==> src/rtl/fetch_pc_ctrl_pkg.sv <==
// Shared fetch-path definitions: datapath width, PC step, reset PC and fetch FSM states.
package riscv_pkg;

  localparam int          XLEN         = 32;
  localparam int          PC_STEP      = 4;
  localparam logic [31:0] RESET_PC_DEF = 32'h0000_0000;

  typedef enum logic [2:0] {
    S_IDLE = 3'd0,
    S_REQ  = 3'd1,
    S_WAIT = 3'd2,
    S_HOLD = 3'd3,
    S_ERR  = 3'd4
  } fetch_state_e;

endpackage

==> src/rtl/fetch_pc_ctrl_if.sv <==
// Fetch bus bundle: redirect input, imem request/response channels and decode handoff.
interface fetch_pc_ctrl_if #(
  parameter int XLEN = riscv_pkg::XLEN
);
  logic            redirect_valid;
  logic [XLEN-1:0] redirect_target;
  logic            imem_req_valid;
  logic [XLEN-1:0] imem_req_addr;
  logic            imem_req_ready;
  logic            imem_rsp_valid;
  logic [31:0]     imem_rsp_data;
  logic            inst_valid;
  logic [31:0]     inst_data;
  logic [XLEN-1:0] inst_pc;
  logic            id_ready;

  // master: the fetch controller; slave: pc mux, imem and decode around it
  modport master (
    input  redirect_valid, redirect_target, imem_req_ready, imem_rsp_valid,
           imem_rsp_data, id_ready,
    output imem_req_valid, imem_req_addr, inst_valid, inst_data, inst_pc
  );

  modport slave (
    output redirect_valid, redirect_target, imem_req_ready, imem_rsp_valid,
           imem_rsp_data, id_ready,
    input  imem_req_valid, imem_req_addr, inst_valid, inst_data, inst_pc
  );
endinterface

==> src/rtl/fetch_pc_ctrl_pc_register.sv <==
// Architectural PC register: loads either the sequential pc+step or a redirect target.
module pc_register
  import riscv_pkg::*;
#(
  parameter int              XLEN     = riscv_pkg::XLEN,
  parameter logic [XLEN-1:0] RESET_PC = '0
) (
  input  logic            clk,
  input  logic            rst,
  input  logic            load_i,
  input  logic            sel_redirect_i,
  input  logic [XLEN-1:0] target_i,
  output logic [XLEN-1:0] pc_o
);

  logic [XLEN-1:0] pc_q;
  logic [XLEN-1:0] pc_d;

  // sequential step wraps naturally modulo 2^XLEN
  assign pc_d = sel_redirect_i ? target_i : pc_q + XLEN'(PC_STEP);

  always_ff @(posedge clk or posedge rst) begin
    if (rst) begin
      pc_q <= RESET_PC;
    end else if (load_i) begin
      pc_q <= pc_d;
    end
  end

  assign pc_o = pc_q;

endmodule

==> src/rtl/fetch_pc_ctrl.sv <==
// Single-outstanding instruction fetch controller with redirect flush.
// Optional misaligned-redirect trap enabled by FETCH_MISALIGN_TRAP_EN.
module fetch_pc_ctrl
  import riscv_pkg::*;
#(
  parameter int              XLEN     = riscv_pkg::XLEN,
  parameter logic [XLEN-1:0] RESET_PC = XLEN'(RESET_PC_DEF)
) (
  input  logic clk,
  input  logic rst,
  fetch_pc_ctrl_if.master bus
`ifdef FETCH_MISALIGN_TRAP_EN
  ,
  output logic misalign_err
`endif
);

  fetch_state_e    state_q;
  logic            drop_q;
  logic            req_valid_q;
  logic            inst_valid_q;
  logic [31:0]     inst_data_q;
  logic [XLEN-1:0] inst_pc_q;
  logic [XLEN-1:0] pc_q;
  logic [XLEN-1:0] target_aligned;
  logic            redirect_act;
  logic            misalign_hit;
  logic            pc_load;

  assign redirect_act   = bus.redirect_valid && (state_q == S_REQ || state_q == S_WAIT ||
                                                 state_q == S_HOLD);
  assign target_aligned = bus.redirect_target & ~{{(XLEN-2){1'b0}}, 2'b11};

`ifdef FETCH_MISALIGN_TRAP_EN
  logic err_q;
  assign misalign_hit = redirect_act && (bus.redirect_target[1:0] != 2'b00);
  assign misalign_err = err_q;
`else
  assign misalign_hit = 1'b0;
`endif

  // redirect wins over the sequential increment from an accepted response
  assign pc_load = (redirect_act && !misalign_hit) ||
                   (state_q == S_WAIT && bus.imem_rsp_valid && !drop_q && !redirect_act);

  pc_register #(
    .XLEN     (XLEN),
    .RESET_PC (RESET_PC)
  ) u_pc (
    .clk            (clk),
    .rst            (rst),
    .load_i         (pc_load),
    .sel_redirect_i (redirect_act),
    .target_i       (target_aligned),
    .pc_o           (pc_q)
  );

  always_ff @(posedge clk or posedge rst) begin
    if (rst) begin
      state_q      <= S_IDLE;
      drop_q       <= 1'b0;
      req_valid_q  <= 1'b0;
      inst_valid_q <= 1'b0;
      inst_data_q  <= '0;
      inst_pc_q    <= '0;
`ifdef FETCH_MISALIGN_TRAP_EN
      err_q        <= 1'b0;
`endif
    end else if (misalign_hit) begin
      state_q      <= S_ERR;
      drop_q       <= 1'b0;
      req_valid_q  <= 1'b0;
      inst_valid_q <= 1'b0;
`ifdef FETCH_MISALIGN_TRAP_EN
      err_q        <= 1'b1;
`endif
    end else begin
      case (state_q)
        S_IDLE: begin
          state_q     <= S_REQ;
          req_valid_q <= 1'b1;
        end
        S_REQ: begin
          if (bus.imem_req_ready) begin
            state_q     <= S_WAIT;
            req_valid_q <= 1'b0;
            drop_q      <= redirect_act;
          end
        end
        S_WAIT: begin
          if (bus.imem_rsp_valid) begin
            if (redirect_act || drop_q) begin
              state_q     <= S_REQ;
              req_valid_q <= 1'b1;
              drop_q      <= 1'b0;
            end else begin
              state_q      <= S_HOLD;
              inst_valid_q <= 1'b1;
              inst_data_q  <= bus.imem_rsp_data;
              inst_pc_q    <= pc_q;
            end
          end else if (redirect_act) begin
            drop_q <= 1'b1;
          end
        end
        S_HOLD: begin
          if (redirect_act || bus.id_ready) begin
            state_q      <= S_REQ;
            req_valid_q  <= 1'b1;
            inst_valid_q <= 1'b0;
          end
        end
`ifdef FETCH_MISALIGN_TRAP_EN
        S_ERR: begin
          state_q <= S_ERR;
        end
`endif
        default: begin
          state_q      <= S_IDLE;
          req_valid_q  <= 1'b0;
          inst_valid_q <= 1'b0;
          drop_q       <= 1'b0;
        end
      endcase
    end
  end

  assign bus.imem_req_valid = req_valid_q;
  assign bus.imem_req_addr  = pc_q;
  assign bus.inst_valid     = inst_valid_q;
  assign bus.inst_data      = inst_data_q;
  assign bus.inst_pc        = inst_pc_q;

endmodule

==> src/flat_wrapper.sv <==
// flat-port wrapper written by rule: the top's interface ports become plain ports
module fetch_pc_ctrl_flat import riscv_pkg::*;
#(
  parameter int              XLEN     = riscv_pkg::XLEN,
  parameter logic [XLEN-1:0] RESET_PC = XLEN'(RESET_PC_DEF)
)
  (clk, rst, bus_redirect_valid, bus_redirect_target, bus_imem_req_ready, bus_imem_rsp_valid, bus_imem_rsp_data, bus_id_ready, bus_imem_req_valid, bus_imem_req_addr, bus_inst_valid, bus_inst_data, bus_inst_pc);
  fetch_pc_ctrl_if #(.XLEN(XLEN)) bus_i ();
  input  logic clk;
  input  logic rst;
  input wire logic [$bits(bus_i.redirect_valid)-1:0] bus_redirect_valid;
  input wire logic [$bits(bus_i.redirect_target)-1:0] bus_redirect_target;
  input wire logic [$bits(bus_i.imem_req_ready)-1:0] bus_imem_req_ready;
  input wire logic [$bits(bus_i.imem_rsp_valid)-1:0] bus_imem_rsp_valid;
  input wire logic [$bits(bus_i.imem_rsp_data)-1:0] bus_imem_rsp_data;
  input wire logic [$bits(bus_i.id_ready)-1:0] bus_id_ready;
  output wire logic [$bits(bus_i.imem_req_valid)-1:0] bus_imem_req_valid;
  output wire logic [$bits(bus_i.imem_req_addr)-1:0] bus_imem_req_addr;
  output wire logic [$bits(bus_i.inst_valid)-1:0] bus_inst_valid;
  output wire logic [$bits(bus_i.inst_data)-1:0] bus_inst_data;
  output wire logic [$bits(bus_i.inst_pc)-1:0] bus_inst_pc;
  assign bus_i.redirect_valid = bus_redirect_valid;
  assign bus_i.redirect_target = bus_redirect_target;
  assign bus_i.imem_req_ready = bus_imem_req_ready;
  assign bus_i.imem_rsp_valid = bus_imem_rsp_valid;
  assign bus_i.imem_rsp_data = bus_imem_rsp_data;
  assign bus_i.id_ready = bus_id_ready;
  assign bus_imem_req_valid = bus_i.imem_req_valid;
  assign bus_imem_req_addr = bus_i.imem_req_addr;
  assign bus_inst_valid = bus_i.inst_valid;
  assign bus_inst_data = bus_i.inst_data;
  assign bus_inst_pc = bus_i.inst_pc;
  fetch_pc_ctrl #(.XLEN(XLEN), .RESET_PC(RESET_PC)) u_core (.clk(clk), .rst(rst), .bus(bus_i));
endmodule
==> config.mk <==
export PLATFORM = sky130hd
export DESIGN_NAME = fetch_pc_ctrl_flat
export DESIGN_NICKNAME = d
export VERILOG_FILES = /design/src/rtl/fetch_pc_ctrl_pkg.sv /design/src/rtl/fetch_pc_ctrl_if.sv /design/src/rtl/fetch_pc_ctrl_pc_register.sv /design/src/rtl/fetch_pc_ctrl.sv /design/src/flat_wrapper.sv
export SDC_FILE = /design/constraint.sdc
export NUM_CORES = 1
export LEC_CHECK = 0
export ABC_CLOCK_PERIOD_IN_PS = 4450
export BUFFER_PORTS_ARGS = -buffer_cell sky130_fd_sc_hd__buf_4
export CAP_MARGIN = 15
export CORE_MARGIN = 2
export CORE_UTILIZATION = 40
export DETAILED_ROUTE_END_ITERATION = 10
export PLACE_DENSITY = 0.66
export SLEW_MARGIN = 20
export SYNTH_ARGS = -nofsm -noshare
export SYNTH_HDL_FRONTEND = slang
export SYNTH_HIERARCHICAL = 1
export SYNTH_SLANG_ARGS = --single-unit
export TNS_END_PERCENT = 30
==> constraint.sdc <==
create_clock -name clk -period 4.45 [get_ports clk]
set_input_delay 0.89 -clock clk [delete_from_list [all_inputs] [get_ports clk]]
set_output_delay 0.89 -clock clk [all_outputs]
set_load 0.1 [all_outputs]
Word level (Yosys, flattened, before mapping)
Index checks and enable logic that the tools add are counted.
Widths: inputs -> output; s select.
{"block": "word_totals", "reg_bits": 102, "latchBits": 0, "mem_bits_rw": 0, "rom_bits": 0, "in_bits": 70, "elab_cells": 60, "memories": 0}
{"block": "op_classes", "add_sub_neg": 1, "mul": 0, "div": 0, "n_lt_le_gt_ge": 0, "eq_ne": 10, "shifts": 0, "mux": 20, "n_bitwise": 3, "n_reduce_logical": 19}
{"cell": "$add 32x3->32 const B", "n": 1}
{"cell": "$mux 32", "n": 1}
{"cell": "$pmux 3 s4", "n": 1}
{"cell": "$reduce_and 4->1", "n": 3}
{"cell": "$mux 1", "n": 11}
{"cell": "$ne 2x2->1 const B", "n": 5}
{"cell": "$mux 3", "n": 3}
{"cell": "$eq 3x2->1 const B", "n": 2}
{"cell": "$pmux 1 s3", "n": 2}
{"cell": "$reduce_and 3->1", "n": 2}
{"cell": "$logic_or 1x1->1", "n": 5}
{"cell": "$logic_and 1x1->1", "n": 4}
{"cell": "$pmux 1 s4", "n": 1}
{"cell": "$reduce_or 2->1", "n": 2}
{"cell": "$eq 3x1->1 const B", "n": 1}
{"cell": "$logic_not 3->1", "n": 1}
{"cell": "$ne 3x2->1 const B", "n": 1}
{"cell": "$ne 3x3->1 const B", "n": 1}
{"cell": "$not 1->1", "n": 3}
{"cell": "$logic_not 1->1", "n": 2}
{"cell": "$mux 2", "n": 1}

Longest topological paths before layout
{"block": "depth", "word_depth": 8, "mapped_depth": 11, "ltp_nobuf": 9}

By module
The synthesis kept the hierarchy.
{"mod": "fetch_pc_ctrl", "n_inst": 1, "cells_per_inst": 175, "area_each_um2": 2775.2, "seq_area_each_um2": 1726.7}
{"mod": "pc_register", "n_inst": 1, "cells_per_inst": 239, "area_each_um2": 1988.2, "seq_area_each_um2": 800.8}

Least setup slack after synthesis
Ideal clock, no wire load.
{"block": "synth_path", "path_kind": "register to register", "from": "register u_core.u_pc.pc_q[2], in the netlist u_core/u_pc/pc_o[2]", "to": "register u_core.u_pc.pc_q[18], in the netlist u_core/u_pc/pc_o[18]", "setup_ns": 0.124, "arrival_ns": 2.367, "t_required_ns": 4.326, "slack_ns": 1.959, "path_stages_with_launch": 8, "n_path_buf": 1, "period_less_slack_ns": 2.491, "path_cell_list": "dfrtp_1 -> ha_1 -> nand3_1 -> nor3_1 -> buf_4 -> nand3_1 -> mux2i_1 -> nand2_1"}
{"block": "synth_between", "elab_chain_len": 2}
{"element": "start: declaration", "line": "fetch_pc_ctrl_pc_register.sv:16", "source": "logic [XLEN-1:0] pc_q;"}
{"element": "start signal: assignment", "line": "fetch_pc_ctrl_pc_register.sv:26", "source": "pc_q <= pc_d;"}
{"element": "$add 32x3->32", "line": "fetch_pc_ctrl_pc_register.sv:20", "source": "assign pc_d = sel_redirect_i ? target_i : pc_q + XLEN'(PC_STEP);"}
{"element": "$mux 32", "line": "fetch_pc_ctrl_pc_register.sv:20"}
Every way passes these cells.
A chain may end at the register's enable or synchronous reset.

Final worst setup path
{"block": "layout_path", "from": "register u_core.state_q[0]", "to": "register u_core.u_pc.pc_q[15], in the netlist u_core/u_pc/pc_o[15]"}
{"block": "layout_between", "elab_chain_len": 7, "word_cells_on_any_way": 12}
{"element": "start: declaration", "line": "fetch_pc_ctrl.sv:18", "source": "fetch_state_e state_q;"}
{"element": "start signal: assignment", "line": "fetch_pc_ctrl.sv:60", "source": "state_q <= S_IDLE;"}
{"element": "start signal: assignment", "line": "fetch_pc_ctrl.sv:70", "source": "state_q <= S_ERR;"}
{"element": "start signal: assignment", "line": "fetch_pc_ctrl.sv:80", "source": "state_q <= S_REQ;"}
{"element": "$eq 3x1->1 or $eq 3x2->1 (tied branches)", "line": "fetch_pc_ctrl.sv:30, fetch_pc_ctrl.sv:44"}
{"element": "$logic_or 1x1->1 (2 in series)", "line": "fetch_pc_ctrl.sv:30", "source": "assign redirect_act = bus.redirect_valid && (state_q == S_REQ || state_q == S_WAIT ||"}
{"element": "$logic_and 1x1->1", "line": "fetch_pc_ctrl.sv:30"}
{"element": "$logic_not 1->1", "line": "fetch_pc_ctrl.sv:44", "source": "(state_q == S_WAIT && bus.imem_rsp_valid && !drop_q && !redirect_act);"}
{"element": "$logic_and 1x1->1", "line": "fetch_pc_ctrl.sv:44"}
{"element": "$logic_or 1x1->1 *", "line": "fetch_pc_ctrl.sv:43", "source": "assign pc_load = (redirect_act && !misalign_hit) ||"}
{"element": "net u_core.pc_load", "line": "fetch_pc_ctrl.sv:28", "source": "logic pc_load;"}
Mark *: on every way through the listed nets, which the timed path passes. The rest lies on a longest branch.

==> metrics <==
CP Class=reg2reg; clock skew=just over 0.008 ns; CTS hold repair buffers=0; Setup crit start kind=flip-flop; antenna violations before repair=0; Fmax=about 300 MHz; die area=12800 µm²; H-tree levels=3; DRT iter0 DRCs=216; DIE WIDTH=113.1 µm; first-pass GRT wire length=20270 µm; pins over their slew limit=0; Tmin final=3.412 ns; Yosys reg bits=101; yosys warns=6; sequential element share of the synthesized area=0.5306; worst skew pair latency=0.35 ns; drt drc=6; routed wire length per instance=approximately 18 µm; total gr overflow=0; initial core utilization=0.4136; crit path max fanout=36; final setup TNS=0 ns; hpwl dp=between 9000 and 10000 µm; via count=just under 4000; most common library cells after synthesis=dfrtp_1, mux2_2, nand2_1; Inst Count DP=between 700 and 800; Worst Path Required=4.71 ns; post-synthesis cell type count=56; failing checks=design-rule violations; total setup buffers inserted after CTS=0; Root Driver=clkbuf_16; Data arrival, critical path=3.67 ns; Core Util, Final=0.5548; EDFF count, synth=0; Syn-to-layout area delta=34.12%; CTS resizes=0; GPL Wtd Cong=0.8123; slew margin rel.=0.2989; Post-Synthesis Cells=414; Worst Hold Class=reg2reg; CTS max path bufs=2; nets=652; number of routed nets with antenna violations=0; vias in the first global route=3873; DR pass1 iterations=8; RSZ-0062 raised after global routing=false; Crit. End Element=flip-flop; CTS tree=done; period utilization=0.7668; clock slew at reported path FFs=0.07 ns; Antenna Cells=0; pin count of the biggest net entering global routing=65; most common cell in the netlist=dfrtp_1; post-synth top area share=0.5306; Post-Syn Area=between 4000 and 5000 µm²; std cell rows=39; GRT Overall Usage=0.2015; status=complete, but fails checks; clock sinks=between 100 and 150; Buffers on Ports=between 150 and 200; core area=11520 µm²; actual slew at the worst max-slew pin=roughly 1.1 ns; die height=113.1 µm; # setup viols final=0; Final Non-Filler Cells=724; Yosys top cell by area=dfrtp_1; CTS Buf Count=9; vias per cell=~5.4; layout cell share with drive strength beyond 1=0.4423; mean post-synth cell area=11.51 µm²; Fin. Hold Viols=0; Ports=168; ys async rst share=1.000; Max-Cap Viols=0; Synth area leaders=dfrtp_1, mux2_2, a21oi_1; dominant synthesized flop cell=dfrtp_1; Routed Wire Length=12790 µm
-- worst max-delay path, stage by stage, from the launching register on --
cell and delay [ns]:
dfrtp_1 0.45, inv_1 0.12, ha_1 0.23, and2b_1 0.16, nand2_1 0.14, nand2_1 0.11
buf_4 0.34, clkinv_1 0.55, nor2_1 0.89, nor3_1 0.11, a311oi_1 0.23
-- through the flow --
| stage | setup WS [ns] | cell area (µm²) | hold WS (ns) |
|---|---|---|---|
| 4_1_cts | 1.070 | 6389 | 0.4995 |
| 2_1_floorplan | 1.820 | 4767 | 0.5078 |
| 3_3_place_gp | 1.090 | 6096 | 0.4715 |
| 3_5_place_dp | 1.067 | 6096 | 0.4896 |
| 6_report | 1.038 | 6389 | 0.4926 |
| 5_1_grt | 0.8411 | 6389 | 0.5224 |
-- cell usage in the layout (no fill, tap or decap), drive strengths merged, types with 10 or more instances in the layout --
cell / count
buf: 170
dfrtp: 101
mux2: 64
nand2: 31
a21oi: 29
nor2: 25
o21ai: 19
nand4: 12
inv: 12
clkbuf: 11
nand3: 10
-- layout make-up --
| class | instances | area, µm² |
|---|---|---|
| clock buffers | 11 | 232.7 |
| clock inverters | 5 | 60.06 |
| fillers | 1050 | 5127 |
| inverters | 12 | 45.04 |
| multi-input cells | 282 | 2068 |
| flip-flops and latches | 101 | 2527 |
| well taps | 143 | 178.9 |
| repair buffers | 170 | 1276 |
-- per-layer routing --
metal  vias up  part of all wire  track usage
li1       1845                 -            -
met1      1923              0.42       0.2603
met2       124              0.51       0.3397
met4         0             0.020      0.07967
met3        17             0.047      0.03321
met5         -                 0            0
-- sequential cells by signal, summed over array words and instances (netlist names) --
register,cells
u_core/bus.inst_valid,1
u_core/bus.imem_req_valid,1
u_core/drop_q,1
u_core/state_q,2
u_core/bus.inst_data,32
u_core/u_pc/pc_o,32
u_core/bus.inst_pc,32
-- worst paths after layout --
check,from,to,slack (ns),depth (start not counted)
min in group asynchronous,rst,u_core/u_pc/pc_o[26]$_DFFE_PP0P_,0.65,3
min,u_core/bus.inst_data[8]$_DFFE_PP0P_,u_core/bus.inst_data[8]$_DFFE_PP0P_,0.49,1
max in group asynchronous,rst,u_core/bus.inst_data[13]$_DFFE_PP0P_,2.77,3
max,u_core/state_q[0]$_DFFE_PP0P_,u_core/u_pc/pc_o[15]$_DFFE_PP0P_,1.04,10
min reg2reg,u_core/bus.inst_data[8]$_DFFE_PP0P_,u_core/bus.inst_data[8]$_DFFE_PP0P_,0.49,1
max reg2reg,u_core/state_q[0]$_DFFE_PP0P_,u_core/u_pc/pc_o[15]$_DFFE_PP0P_,1.04,10
-- cell families (layout without fill, tap and decap cells) --
family / count (synthesis) / in the layout / share of synthesized area
fa+ha+maj: 6 / 6 / 0.01576
buf+inv: 32 / 198 / 0.03598
simple gates: 115 / 115 / 0.1340
other cells: 1 / 2 / 0.0007873
compound gates: 91 / 91 / 0.1232
flops: 101 / 101 / 0.5306
mux: 68 / 68 / 0.1597
Power is left out: the tool's default activity adds up to more than one toggle a clock period on the data nets, which glitch-free logic cannot reach.
